**config.mk**
```make
export PLATFORM = sky130hd
export DESIGN_NAME = pe_dispatch_flat
export DESIGN_NICKNAME = d
export VERILOG_FILES = /design/src/rtl/poly_arith_pkg.sv /design/src/rtl/pe_dispatch_if.sv /design/src/rtl/pe_rsp_fifo.sv /design/src/rtl/pe_dispatch.sv /design/src/flat_wrapper.sv
export SDC_FILE = /design/constraint.sdc
export NUM_CORES = 1
export LEC_CHECK = 0
export ABC_AREA = 1
export CELL_PAD_IN_SITES_DETAIL_PLACEMENT = 1
export CELL_PAD_IN_SITES_GLOBAL_PLACEMENT = 1
export CORE_MARGIN = 4
export CORE_UTILIZATION = 30
export DETAILED_ROUTE_END_ITERATION = 8
export PLACE_DENSITY_LB_ADDON = 0.1
export SYNTH_ARGS = -nofsm -noshare
export SYNTH_HDL_FRONTEND = slang
export SYNTH_SLANG_ARGS = --single-unit
```
**constraint.sdc**
```tcl
create_clock -name clk -period 3.95 [get_ports clk]
set_clock_uncertainty 0.2 [all_clocks]
set_input_delay 0.9875 -clock clk [delete_from_list [all_inputs] [get_ports clk]]
set_output_delay 0.9875 -clock clk [all_outputs]
set_load 0.02 [all_outputs]
```
**src/rtl/poly_arith_pkg.sv**
```systemverilog
// Shared arithmetic types for the polynomial datapath.
//   coeff_t   : one coefficient word
//   pe_mode_e : butterfly PE operation mode
//   pe_rsp_t  : one PE result plus the mode it was computed in
//   disp_state_e : pe_dispatch controller states
package poly_arith_pkg;

   localparam int COEFF_W = 16;

   typedef logic [COEFF_W-1:0] coeff_t;

   typedef enum logic [1:0] {
      PE_MODE_NTT    = 2'd0,
      PE_MODE_INTT   = 2'd1,
      PE_MODE_CWM    = 2'd2,
      PE_MODE_ADDSUB = 2'd3
   } pe_mode_e;

   typedef struct packed {
      coeff_t   u;
      coeff_t   v;
      pe_mode_e mode;
   } pe_rsp_t;

   typedef enum logic {
      DISP_RUN   = 1'b0,
      DISP_DRAIN = 1'b1
   } disp_state_e;

endpackage

```
**src/rtl/pe_dispatch_if.sv**
```systemverilog
// Request and response channels of pe_dispatch.
//   req_* : operation requests, valid/ready handshake (master drives valid/data)
//   rsp_* : buffered PE results, valid/ready handshake (master drives ready)
// master = the client issuing requests and consuming responses, slave = pe_dispatch.
interface pe_dispatch_if;
   import poly_arith_pkg::*;

   logic     req_valid_i;
   logic     req_ready_o;
   coeff_t   req_a_i;
   coeff_t   req_b_i;
   coeff_t   req_w_i;
   coeff_t   req_tf_i;
   pe_mode_e req_mode_i;

   logic     rsp_valid_o;
   logic     rsp_ready_i;
   coeff_t   rsp_u_o;
   coeff_t   rsp_v_o;
   pe_mode_e rsp_mode_o;

   modport master (
      output req_valid_i, req_a_i, req_b_i, req_w_i, req_tf_i, req_mode_i, rsp_ready_i,
      input  req_ready_o, rsp_valid_o, rsp_u_o, rsp_v_o, rsp_mode_o
   );

   modport slave (
      input  req_valid_i, req_a_i, req_b_i, req_w_i, req_tf_i, req_mode_i, rsp_ready_i,
      output req_ready_o, rsp_valid_o, rsp_u_o, rsp_v_o, rsp_mode_o
   );

endinterface

```
**src/rtl/pe_rsp_fifo.sv**
```systemverilog
// First-word-fall-through FIFO of pe_rsp_t.
//   clk, rst   : clock, synchronous active-low reset
//   push_valid : write push_data this cycle (caller guarantees room)
//   pop_ready  : consume the head when head_valid
//   head_valid : FIFO non-empty; head_data shows the oldest entry combinationally
//   count      : number of stored entries (registered)
module pe_rsp_fifo
   import poly_arith_pkg::*;
#(
   parameter int DEPTH = 8,
   parameter int CNT_W = $clog2(DEPTH) + 1
) (
   input  logic             clk,
   input  logic             rst,
   input  logic             push_valid,
   input  pe_rsp_t          push_data,
   input  logic             pop_ready,
   output logic             head_valid,
   output pe_rsp_t          head_data,
   output logic [CNT_W-1:0] count
);

   localparam int PTR_W = $clog2(DEPTH);

   // Read is combinational for fall-through, so this maps to distributed RAM.
   pe_rsp_t          mem [DEPTH];
   logic [PTR_W-1:0] wr_ptr_reg;
   logic [PTR_W-1:0] rd_ptr_reg;
   logic [CNT_W-1:0] count_reg;
   logic             do_pop;

   assign head_valid = (count_reg != '0);
   assign do_pop     = pop_ready && head_valid;
   assign head_data  = head_valid ? mem[rd_ptr_reg] : '0;
   assign count      = count_reg;

   always_ff @(posedge clk) begin
      if (push_valid) begin
         mem[wr_ptr_reg] <= push_data;
      end
   end

   // DEPTH is a power of two, so pointers wrap by natural overflow.
   always_ff @(posedge clk) begin
      if (!rst) begin
         wr_ptr_reg <= '0;
         rd_ptr_reg <= '0;
         count_reg  <= '0;
      end else begin
         if (push_valid) wr_ptr_reg <= wr_ptr_reg + PTR_W'(1);
         if (do_pop)     rd_ptr_reg <= rd_ptr_reg + PTR_W'(1);
         count_reg <= count_reg + CNT_W'(push_valid) - CNT_W'(do_pop);
      end
   end

endmodule

```
**src/rtl/pe_dispatch.sv**
```systemverilog
// Initiator-side controller for one fixed-latency butterfly PE.
//   clk, rst      : clock, synchronous active-low reset (PE is reset alongside)
//   bus           : request channel in, response channel out (pe_dispatch_if.slave)
//   pe_*_o        : registered operands, mode and valid towards the PE
//   pe_u_i/v_i    : PE results, qualified by pe_valid_i
//   busy_o        : ops in flight, responses buffered, or draining for a mode switch
//   err_ghost_o   : sticky, a PE result arrived with nothing in flight
// A mode switch waits until the PE is empty; credits cover in-flight ops plus
// buffered responses so the response FIFO can never overflow.
module pe_dispatch
   import poly_arith_pkg::*;
#(
   parameter int FIFO_DEPTH = 8,
   parameter int CNT_W      = $clog2(FIFO_DEPTH) + 1
) (
   input  logic         clk,
   input  logic         rst,
   pe_dispatch_if.slave bus,
   output coeff_t       pe_a_o,
   output coeff_t       pe_b_o,
   output coeff_t       pe_w_o,
   output coeff_t       pe_tf_o,
   output pe_mode_e     pe_ctrl_o,
   output logic         pe_valid_o,
   input  coeff_t       pe_u_i,
   input  coeff_t       pe_v_i,
   input  logic         pe_valid_i,
   output logic         busy_o,
   output logic         err_ghost_o
);

   disp_state_e      state_reg, state_next;
   pe_mode_e         cur_mode_reg;
   logic [CNT_W-1:0] in_flight_reg;
   logic [CNT_W-1:0] fifo_count;
   coeff_t           pe_a_reg, pe_b_reg, pe_w_reg, pe_tf_reg;
   logic             pe_valid_reg;
   logic             err_ghost_reg;

   logic             req_ready;
   logic             accept;
   logic             capture;
   logic             ghost;
   logic             mode_match;
   logic             pe_empty;
   logic             credit_ok;
   logic [CNT_W:0]   credit_sum;
   pe_rsp_t          push_data;
   pe_rsp_t          head;

   assign mode_match = (bus.req_mode_i == cur_mode_reg);
   assign pe_empty   = (in_flight_reg == '0);
   // Registered counts only: a pop this cycle frees its credit next cycle.
   assign credit_sum = {1'b0, in_flight_reg} + {1'b0, fifo_count};
   assign credit_ok  = (credit_sum < (CNT_W+1)'(FIFO_DEPTH));

   always_comb begin
      state_next = state_reg;
      req_ready  = 1'b0;
      case (state_reg)
         DISP_RUN: begin
            req_ready = credit_ok && (mode_match || pe_empty);
            if (bus.req_valid_i && !mode_match && !pe_empty) begin
               state_next = DISP_DRAIN;
            end
         end
         DISP_DRAIN: begin
            if (pe_empty) begin
               state_next = DISP_RUN;
            end
         end
         default: state_next = DISP_RUN;
      endcase
   end

   assign accept  = bus.req_valid_i && req_ready;
   assign capture = pe_valid_i && !pe_empty;
   assign ghost   = pe_valid_i && pe_empty;

   always_ff @(posedge clk) begin
      if (!rst) begin
         state_reg     <= DISP_RUN;
         cur_mode_reg  <= PE_MODE_NTT;
         in_flight_reg <= '0;
         pe_a_reg      <= '0;
         pe_b_reg      <= '0;
         pe_w_reg      <= '0;
         pe_tf_reg     <= '0;
         pe_valid_reg  <= 1'b0;
         err_ghost_reg <= 1'b0;
      end else begin
         state_reg    <= state_next;
         pe_valid_reg <= accept;
         if (accept) begin
            pe_a_reg     <= bus.req_a_i;
            pe_b_reg     <= bus.req_b_i;
            pe_w_reg     <= bus.req_w_i;
            pe_tf_reg    <= bus.req_tf_i;
            // Only differs from the current mode when the PE is empty.
            cur_mode_reg <= bus.req_mode_i;
         end
         case ({accept, capture})
            2'b10:   in_flight_reg <= in_flight_reg + CNT_W'(1);
            2'b01:   in_flight_reg <= in_flight_reg - CNT_W'(1);
            default: in_flight_reg <= in_flight_reg;
         endcase
         if (ghost) begin
            err_ghost_reg <= 1'b1;
         end
      end
   end

   // Results are tagged with cur_mode_reg: it cannot change while ops are in flight.
   assign push_data.u    = pe_u_i;
   assign push_data.v    = pe_v_i;
   assign push_data.mode = cur_mode_reg;

   pe_rsp_fifo #(
      .DEPTH (FIFO_DEPTH),
      .CNT_W (CNT_W)
   ) u_rsp_fifo (
      .clk        (clk),
      .rst        (rst),
      .push_valid (capture),
      .push_data  (push_data),
      .pop_ready  (bus.rsp_ready_i),
      .head_valid (bus.rsp_valid_o),
      .head_data  (head),
      .count      (fifo_count)
   );

   assign bus.req_ready_o = req_ready;
   assign bus.rsp_u_o     = head.u;
   assign bus.rsp_v_o     = head.v;
   assign bus.rsp_mode_o  = head.mode;

   assign pe_a_o      = pe_a_reg;
   assign pe_b_o      = pe_b_reg;
   assign pe_w_o      = pe_w_reg;
   assign pe_tf_o     = pe_tf_reg;
   assign pe_ctrl_o   = cur_mode_reg;
   assign pe_valid_o  = pe_valid_reg;
   assign err_ghost_o = err_ghost_reg;
   assign busy_o      = !pe_empty || (fifo_count != '0) || (state_reg == DISP_DRAIN);

endmodule

```
**src/flat_wrapper.sv**
```systemverilog
// flat-port wrapper written by rule: the top's interface ports become plain ports
module pe_dispatch_flat import poly_arith_pkg::*;
#(
   parameter int FIFO_DEPTH = 8,
   parameter int CNT_W      = $clog2(FIFO_DEPTH) + 1
)
  (clk, rst, pe_a_o, pe_b_o, pe_w_o, pe_tf_o, pe_ctrl_o, pe_valid_o, pe_u_i, pe_v_i, pe_valid_i, busy_o, err_ghost_o, bus_req_valid_i, bus_req_a_i, bus_req_b_i, bus_req_w_i, bus_req_tf_i, bus_req_mode_i, bus_rsp_ready_i, bus_req_ready_o, bus_rsp_valid_o, bus_rsp_u_o, bus_rsp_v_o, bus_rsp_mode_o);
  pe_dispatch_if bus_i ();
  input  logic clk;
  input  logic rst;
  output coeff_t pe_a_o;
  output coeff_t pe_b_o;
  output coeff_t pe_w_o;
  output coeff_t pe_tf_o;
  output pe_mode_e pe_ctrl_o;
  output logic pe_valid_o;
  input  coeff_t pe_u_i;
  input  coeff_t pe_v_i;
  input  logic pe_valid_i;
  output logic busy_o;
  output logic err_ghost_o;
  input wire logic [$bits(bus_i.req_valid_i)-1:0] bus_req_valid_i;
  input wire logic [$bits(bus_i.req_a_i)-1:0] bus_req_a_i;
  input wire logic [$bits(bus_i.req_b_i)-1:0] bus_req_b_i;
  input wire logic [$bits(bus_i.req_w_i)-1:0] bus_req_w_i;
  input wire logic [$bits(bus_i.req_tf_i)-1:0] bus_req_tf_i;
  input wire logic [$bits(bus_i.req_mode_i)-1:0] bus_req_mode_i;
  input wire logic [$bits(bus_i.rsp_ready_i)-1:0] bus_rsp_ready_i;
  output wire logic [$bits(bus_i.req_ready_o)-1:0] bus_req_ready_o;
  output wire logic [$bits(bus_i.rsp_valid_o)-1:0] bus_rsp_valid_o;
  output wire logic [$bits(bus_i.rsp_u_o)-1:0] bus_rsp_u_o;
  output wire logic [$bits(bus_i.rsp_v_o)-1:0] bus_rsp_v_o;
  output wire logic [$bits(bus_i.rsp_mode_o)-1:0] bus_rsp_mode_o;
  assign bus_i.req_valid_i = bus_req_valid_i;
  assign bus_i.req_a_i = bus_req_a_i;
  assign bus_i.req_b_i = bus_req_b_i;
  assign bus_i.req_w_i = bus_req_w_i;
  assign bus_i.req_tf_i = bus_req_tf_i;
  assign bus_i.req_mode_i = bus_req_mode_i;
  assign bus_i.rsp_ready_i = bus_rsp_ready_i;
  assign bus_req_ready_o = bus_i.req_ready_o;
  assign bus_rsp_valid_o = bus_i.rsp_valid_o;
  assign bus_rsp_u_o = bus_i.rsp_u_o;
  assign bus_rsp_v_o = bus_i.rsp_v_o;
  assign bus_rsp_mode_o = bus_i.rsp_mode_o;
  pe_dispatch #(.FIFO_DEPTH(FIFO_DEPTH), .CNT_W(CNT_W)) u_core (.clk(clk), .rst(rst), .bus(bus_i), .pe_a_o(pe_a_o), .pe_b_o(pe_b_o), .pe_w_o(pe_w_o), .pe_tf_o(pe_tf_o), .pe_ctrl_o(pe_ctrl_o), .pe_valid_o(pe_valid_o), .pe_u_i(pe_u_i), .pe_v_i(pe_v_i), .pe_valid_i(pe_valid_i), .busy_o(busy_o), .err_ghost_o(err_ghost_o));
endmodule
```
==> out/summary.txt <==
Ys Warns: 0
GRT Total Usage: 15.68%
CP Buf/Inv Count: 3
Adder-Cell Fraction of Synth Area: 1.347%
Max reg flops: 272
Total number of vias: 11,060
Largest net degree at the start of global routing: 69
Syn Area/Cell: 9.921 um2
R2R Path End: u_core.u_rsp_fifo.count[2]
Flops & latches, synth: 358
Area post-placement: 18,100 um2
Final Hold Viols: 0
Max Clk Rate: 0.2652 GHz
Non-filler cells, final: 2,411
Worst R2R Setup Slack: 1.15 ns
Slew of the pin with the lowest slew margin: 0.7908 ns
TritonRoute pass-1 iters: 4
Crit path kind: register to output pin
Syn_nets: 1,635
Max_cap viols: 0
Critical path data required time: 2.76 ns
Vias in the first global route: 11,630
Die X: 232.0 um
M1 wire length: 18,830 um
Most flops, register: u_core.u_rsp_fifo.mem
TNS Setup: 0 ns
Complex-gate fraction of the synthesized area: 8.305%
Avg WL per Cell: 17.64 um
Clk_lat worst skew: 0.55 ns
First-pass GRT wire length: 66,390 um
Netlist cell types: 27
Worst-path fanout max: 24
Critical path's most frequent cell: nor2_1
Final #Nets: 1,834
Clk root buf: clkbuf_16
CTS tree: yes
Reg-to-reg startpoint: u_core.u_rsp_fifo.count[2]
Worst rel slew slack: 47.28%
XOR/XNOR Fraction of Synth Area: 0.1164%
DRC violations left: 0
H-Tree Depth: 2
Synthesized area: 15,050 um2
Layout cells sized above 1: 6.357%
Pwr dens: 745.4 nW/um2
Post-synthesis mux area share: 0%
Class of the worst hold path: register to register
Fin area: 19,360 um2
Initial DRC Count: 602
Die height: 232.0 um
Layout area overhead: 28.66%
Crit-path leading delay family: buffers and inverters
Largest family of logic cells by synthesized area: simple AND/OR/NAND/NOR gates
Routed wl met3: 2625 um
Slew Viols, Final: 0
Placer congestion estimate: 0.7083
Synth Instances: 1,517
R2R cell count: 13
Crit end category: output pin
Io pins: 208
Post-DRT Antenna Nets: 0
Final setup fails: 0
Sequential area share after synthesis: 65.71%
Metal2 WL: 20,250 um
Status: completed
Final core utilization: 39.32%
Placed Cells: 2,335
Final wirelength: 42,530 um
Hold Path Depth: 2
HPWL Detailed: 25,820 um
Hold wc startpoint: u_core.err_ghost_o
Initial antenna violation count: 2
Initial Utilization: 30.56%
Floorplan row count: 81
IO buf count: 207
Crit-path cells: buf_12, buf_4, o21ai_0, o22ai_1, nor2_1, nor2_1, clkdlybuf4s50_1
DR vias/cell: 4.585
TritonCTS sink count: 358
Crit path largest cell delay: 0.61 ns
Die ar.: 53,820 um2
Tcrit/Tclk final: 95.48%
Filler cell count: 5,543
Clock transition at the registers of the reported paths: 0.06 ns
Min-Delay Endpoint: u_core.err_ghost_o
Crit start category: register
Core Area: 49,250 um2
Critical path's slowest cell: clkdlybuf4s50_1
Simple-Gate Fraction of Synth Area: 16.30%
Static Leak: 7.639 nW
GRT Residual Overflow: 0
Final Critical Period: 3.771 ns
CTS max path bufs: 3
CP Data Arrival Time: 2.58 ns
TritonCTS buffer count: 42
Peak supply drop: 0.0005203 V
Top routing layer used: met5
[cell usage in the layout, fill, tap and decap left out, types with 5 or more instances in the layout]
cell	synthesis	final
o211ai_1	34	34
ha_1	13	13
nand4_1	68	68
nor2_1	326	318
clkbuf_1	55	12
clkinv_2	0	5
clkdlybuf4s50_1	0	190
clkbuf_16	0	43
buf_12	0	13
clkinv_1	0	11
o22ai_1	34	34
nand3_1	6	6
o21ai_0	142	142
nor2_4	0	8
a21oi_1	11	11
dfxtp_1	86	83
nand2_1	199	197
buf_4	1	24
inv_1	222	222
dlymetal6s2s_1	0	11
edfxtp_1	272	272
[worst reg2reg max path: stages, from the launching register on]
cell and delay (ns):
dfxtp_1 0.34, inv_1 0.07, ha_1 0.23, nand2_4 0.26, buf_12 0.19, nand2_1 0.09
inv_1 0.19, ha_1 0.27, inv_1 0.06, ha_1 0.13, inv_1 0.06, fa_1 0.40
xor2_1 0.14, nor2_1 0.05
[stage by stage]
| step | hold slack [ns] | power (W) | worst slack (ns) |
|---|---|---|---|
| floorplan | 0.2334 | 0.008508 | 0.4597 |
| global placement | 0.2425 | 0.01109 | 0.06651 |
| detailed placement | 0.2568 | 0.01118 | 0.09109 |
| CTS | 0.2685 | 0.01477 | -0.004276 |
| global route | 0.2940 | 0.01552 | -0.007204 |
| finish | 0.2671 | 0.01444 | 0.1787 |
[kinds of logic (layout without fill, tap and decap cells)]
logic type	Yosys count	count (layout)
buf+inv	316	545
other cells	0	1
fa+ha+maj	15	15
flops	358	358
compound gates	223	223
simple gates	603	603
xor+xnor	2	2
[how the worst max path moves through the flow]
stage                       from                     endpoint  slack [ns]  cells after the start
2_1_floorplan         pe_valid_i  u_core.u_rsp_fifo.mem[0][0]        0.46                      3
3_3_place_gp   bus_req_mode_i[0]              bus_req_ready_o        0.07                      7
3_5_place_dp   bus_req_mode_i[0]              bus_req_ready_o        0.09                      7
4_1_cts                 register              bus_rsp_v_o[10]      -0.004                      8
5_1_grt                 register               bus_rsp_v_o[5]      -0.007                      7
6_report                register               bus_rsp_v_o[5]        0.18                      7
[report_power, final]
part           internal (W)  switching, W
clock               0.00199       0.00151
sequential          0.00468      0.000334
combinational       0.00223       0.00369
[synth_stat cells, drive strengths merged]
library cell	n	area, um2
o211ai	34	255.2
a21oi	12	63.81
nand2	199	747.0
and2	1	6.260
o21ai	142	710.7
xnor2	1	8.760
xor2	1	8.760
o22ai	34	212.7
dfxtp	86	1722
or2	1	6.260
edfxtp	272	8168
clkbuf	55	206.5
nand3	7	40.04
fa	2	40.04
inv	224	840.8
nor2	326	1224
ha	13	162.7
nor3	1	5.000
nand4	68	425.4
a211oi	1	7.510
buf	37	190.2
[metal layers]
layer / vias up / global-route usage [%]
li1: 5421 / -
met1: 5374 / 20.01
met2: 192 / 26.29
met3: 64 / 4.661
met4: 4 / 3.811
met5: - / 0
[what timing repair did]
| item | in CTS | in global routing |
|---|---|---|
| buffers inserted | 0 | 1 |
| resized for setup | 8 | 13 |
| setup endpoints to repair | 22 | 20 |
| hold buffers | 0 | 0 |
[final cells by class]
cell class	count	area (um2)	area share, %
repair buffers	247	2575	13.30
well taps	664	830.8	4.290
inverters	224	845.8	4.368
diodes	1	2.502	0.01292
clock buffers	55	1121	5.789
flip-flops and latches	358	9898	51.11
clock inverters	19	90.09	0.4652
multi-input cells	843	4001	20.66
Note: power is estimated with default switching activity, not from simulation.
==> edit (same settings) <==
Register the output `err_ghost_o` once more; this adds one clock of latency there. The other outputs are not delayed to match.
--- a/src/rtl/pe_dispatch.sv
+++ b/src/rtl/pe_dispatch.sv
@@ -141,5 +141,7 @@
    assign pe_ctrl_o   = cur_mode_reg;
    assign pe_valid_o  = pe_valid_reg;
-   assign err_ghost_o = err_ghost_reg;
+   always_ff @(posedge clk) begin
+      err_ghost_o <= err_ghost_reg;
+   end
    assign busy_o      = !pe_empty || (fifo_count != '0) || (state_reg == DISP_DRAIN);
 
Behaviour: not the same (Yosys sat finds a counterexample within 4 cycles, from zero or initial values and one cycle with rst low).
==> edit against the unedited design <==
Hold slack worse by 110 ps. Core utilization hardly changed. Final cell count is 0.21% lower. Wire length is 1.5% higher. Total power is 0.86% higher. Design area hardly changed. Via count hardly changed. Worst setup slack worse by 28 ps. Critical path depth stayed put. Synthesized area is 0.13% higher. Sequential cell count is 1 higher.
==> edit: results (changes against the unedited design) <==
[grt]
antenna_found_initial = 4  ; +2
grt_usage = 0.1596  ; +0.002823
grt_max_degree = 68  ; -1.4%
grt_pass1_wl_um = 67450  ; +1.6%
grt_pass1_vias = 11620  ; -0.086%

[layout]
drive_gt1_frac = 0.06028  ; -0.003298
nFillCells = 5534  ; -0.16%
fin_nets = 1828  ; -0.33%
n_antenna_cell = 0  ; -1

[drt]
drt-initial-drc-count = 503  ; -16%
via_count = 11060  ; +0.018%
wirelength_um = 43170  ; +1.5%

[placed_design]
place.gp.congestion = 0.7290  ; +2.9%
post-dp-hpwl_um = 24840  ; -3.8%

[setup_path]
critPathCapture = bus_req_ready_o
reg2reg_depth = 15  ; +2
cp_max_fo = 2  ; -92%
rrSetupSlack_ps = 750  ; -400 ps
r2r_start = u_core.u_rsp_fifo.count[1]$_SDFF_PN0_
r2r-end = u_core.in_flight_reg[3]$_SDFFE_PN0P_
critical_path_class = in -> out

[logic_synthesis]
synth_nets = 1636  ; +0.061%
synth_top_cells_by_count = 326 x nor2_1, 272 x edfxtp_1, 222 x inv_1
synth_area_leaders = edfxtp_1 54%, dfxtp_1 12%, nor2_1 8.1%, inv_1 5.5%, nand2_1 5.0%
seq_area_frac_synth = 0.6575  ; about the same
synth_cell_type_count = 27  ; unchanged

[power_and_ir_drop]
vdd_ir_drop_max_v = 0.0004754  ; -8.6%
leakage_nw = 7.539  ; -1.3%

[clocking]
numCtsBuffers = 42  ; unchanged
htreeDepth = 2  ; unchanged
insertion_delay_ps = 570  ; +20 ps

[sta]
worst_slack_ps = 150.4  ; -28.34 ps
maxSlewHeadroom = 0.4605  ; -0.01236

[run_status]
status = complete, no violations

-- edit: kinds of logic (layout without fill, tap and decap cells) --
kind of cell	Yosys count	after routing	synth area share
fa+ha+maj	15	15	0.01345
flops	359	359	0.6575
buf+inv	316	540	0.08211
xor+xnor	2	2	0.001163
simple gates	603	603	0.1628
compound gates	223	223	0.08294
-- edit: layer usage --
layer  vias to the layer above  part of all wire  track usage
met1                      5405              0.43       0.2023
met2                       181              0.48       0.2674
met4                         8             0.020      0.03830
li1                       5399                 -            -
met3                        64             0.062      0.05029
met5                         -            0.0013            0
-- edit: area by class of cell --
| type | instances | area (um^2) | share of cell area |
|---|---|---|---|
| Tap cell | 664 | 830.8 | 0.04286 |
| Sequential cell | 359 | 9918 | 0.5117 |
| Clock inverter | 16 | 116.4 | 0.006004 |
| Inverter | 224 | 842.1 | 0.04344 |
| Multi-Input combinational cell | 843 | 3996 | 0.2062 |
| Timing Repair Buffer | 240 | 2519 | 0.1299 |
| Clock buffer | 60 | 1160 | 0.05984 |
-- edit: timing repair --
action | 4_1_cts | 5_1_grt
gates resized for setup | 10 | 7
hold buffers | 0 | 0
setup endpoints to repair | 22 | 18
buffers inserted | 0 | 2
cloned | 0 | 0
-- edit: how the worst min path moves through the flow --
stage / start / endpoint / slack [ps] / cells past startpoint
CTS: u_core.err_ghost_reg$_SDFFE_PN0P_ / u_core.err_ghost_o$_DFF_P_ / 160 / 0
floorplan: u_core.err_ghost_reg$_SDFFE_PN0P_ / u_core.err_ghost_o$_DFF_P_ / 130 / 0
finish: u_core.err_ghost_reg$_SDFFE_PN0P_ / u_core.err_ghost_o$_DFF_P_ / 160 / 0
global route: u_core.err_ghost_reg$_SDFFE_PN0P_ / u_core.err_ghost_o$_DFF_P_ / 180 / 0
global placement: u_core.err_ghost_reg$_SDFFE_PN0P_ / u_core.err_ghost_o$_DFF_P_ / 140 / 0
detailed placement: u_core.err_ghost_reg$_SDFFE_PN0P_ / u_core.err_ghost_o$_DFF_P_ / 150 / 0
-- edit: stage by stage --
step	power [W]	hold slack (ps)	instances	TNS (ps)	area (um^2)
after floorplan	0.008518	130.8	1518	0	15070
after global placement	0.01102	140.0	2328	0	18040
after detailed placement	0.01111	148.9	2328	0	18040
after CTS	0.01487	162.8	2404	-7.275	19340
after global routing	0.01566	179.9	2406	0	19380
final	0.01456	161.4	2406	0	19380
-- edit: where the power goes --
group	internal, W	switching (W)	leakage, nW	total [W]
Clock	0.00211	0.00153	0.620	0.00364
Combinational	0.00221	0.00370	3.74	0.00591
Sequential	0.00470	0.000316	3.18	0.00501
-- edit: critical path, cell delays in order --
cell	delay, ps
clkdlybuf4s50_1	480
nand2_1	70
nand2_1	90
nand2_1	110
nand2_2	80
and2_1	130
clkdlybuf4s50_1	660
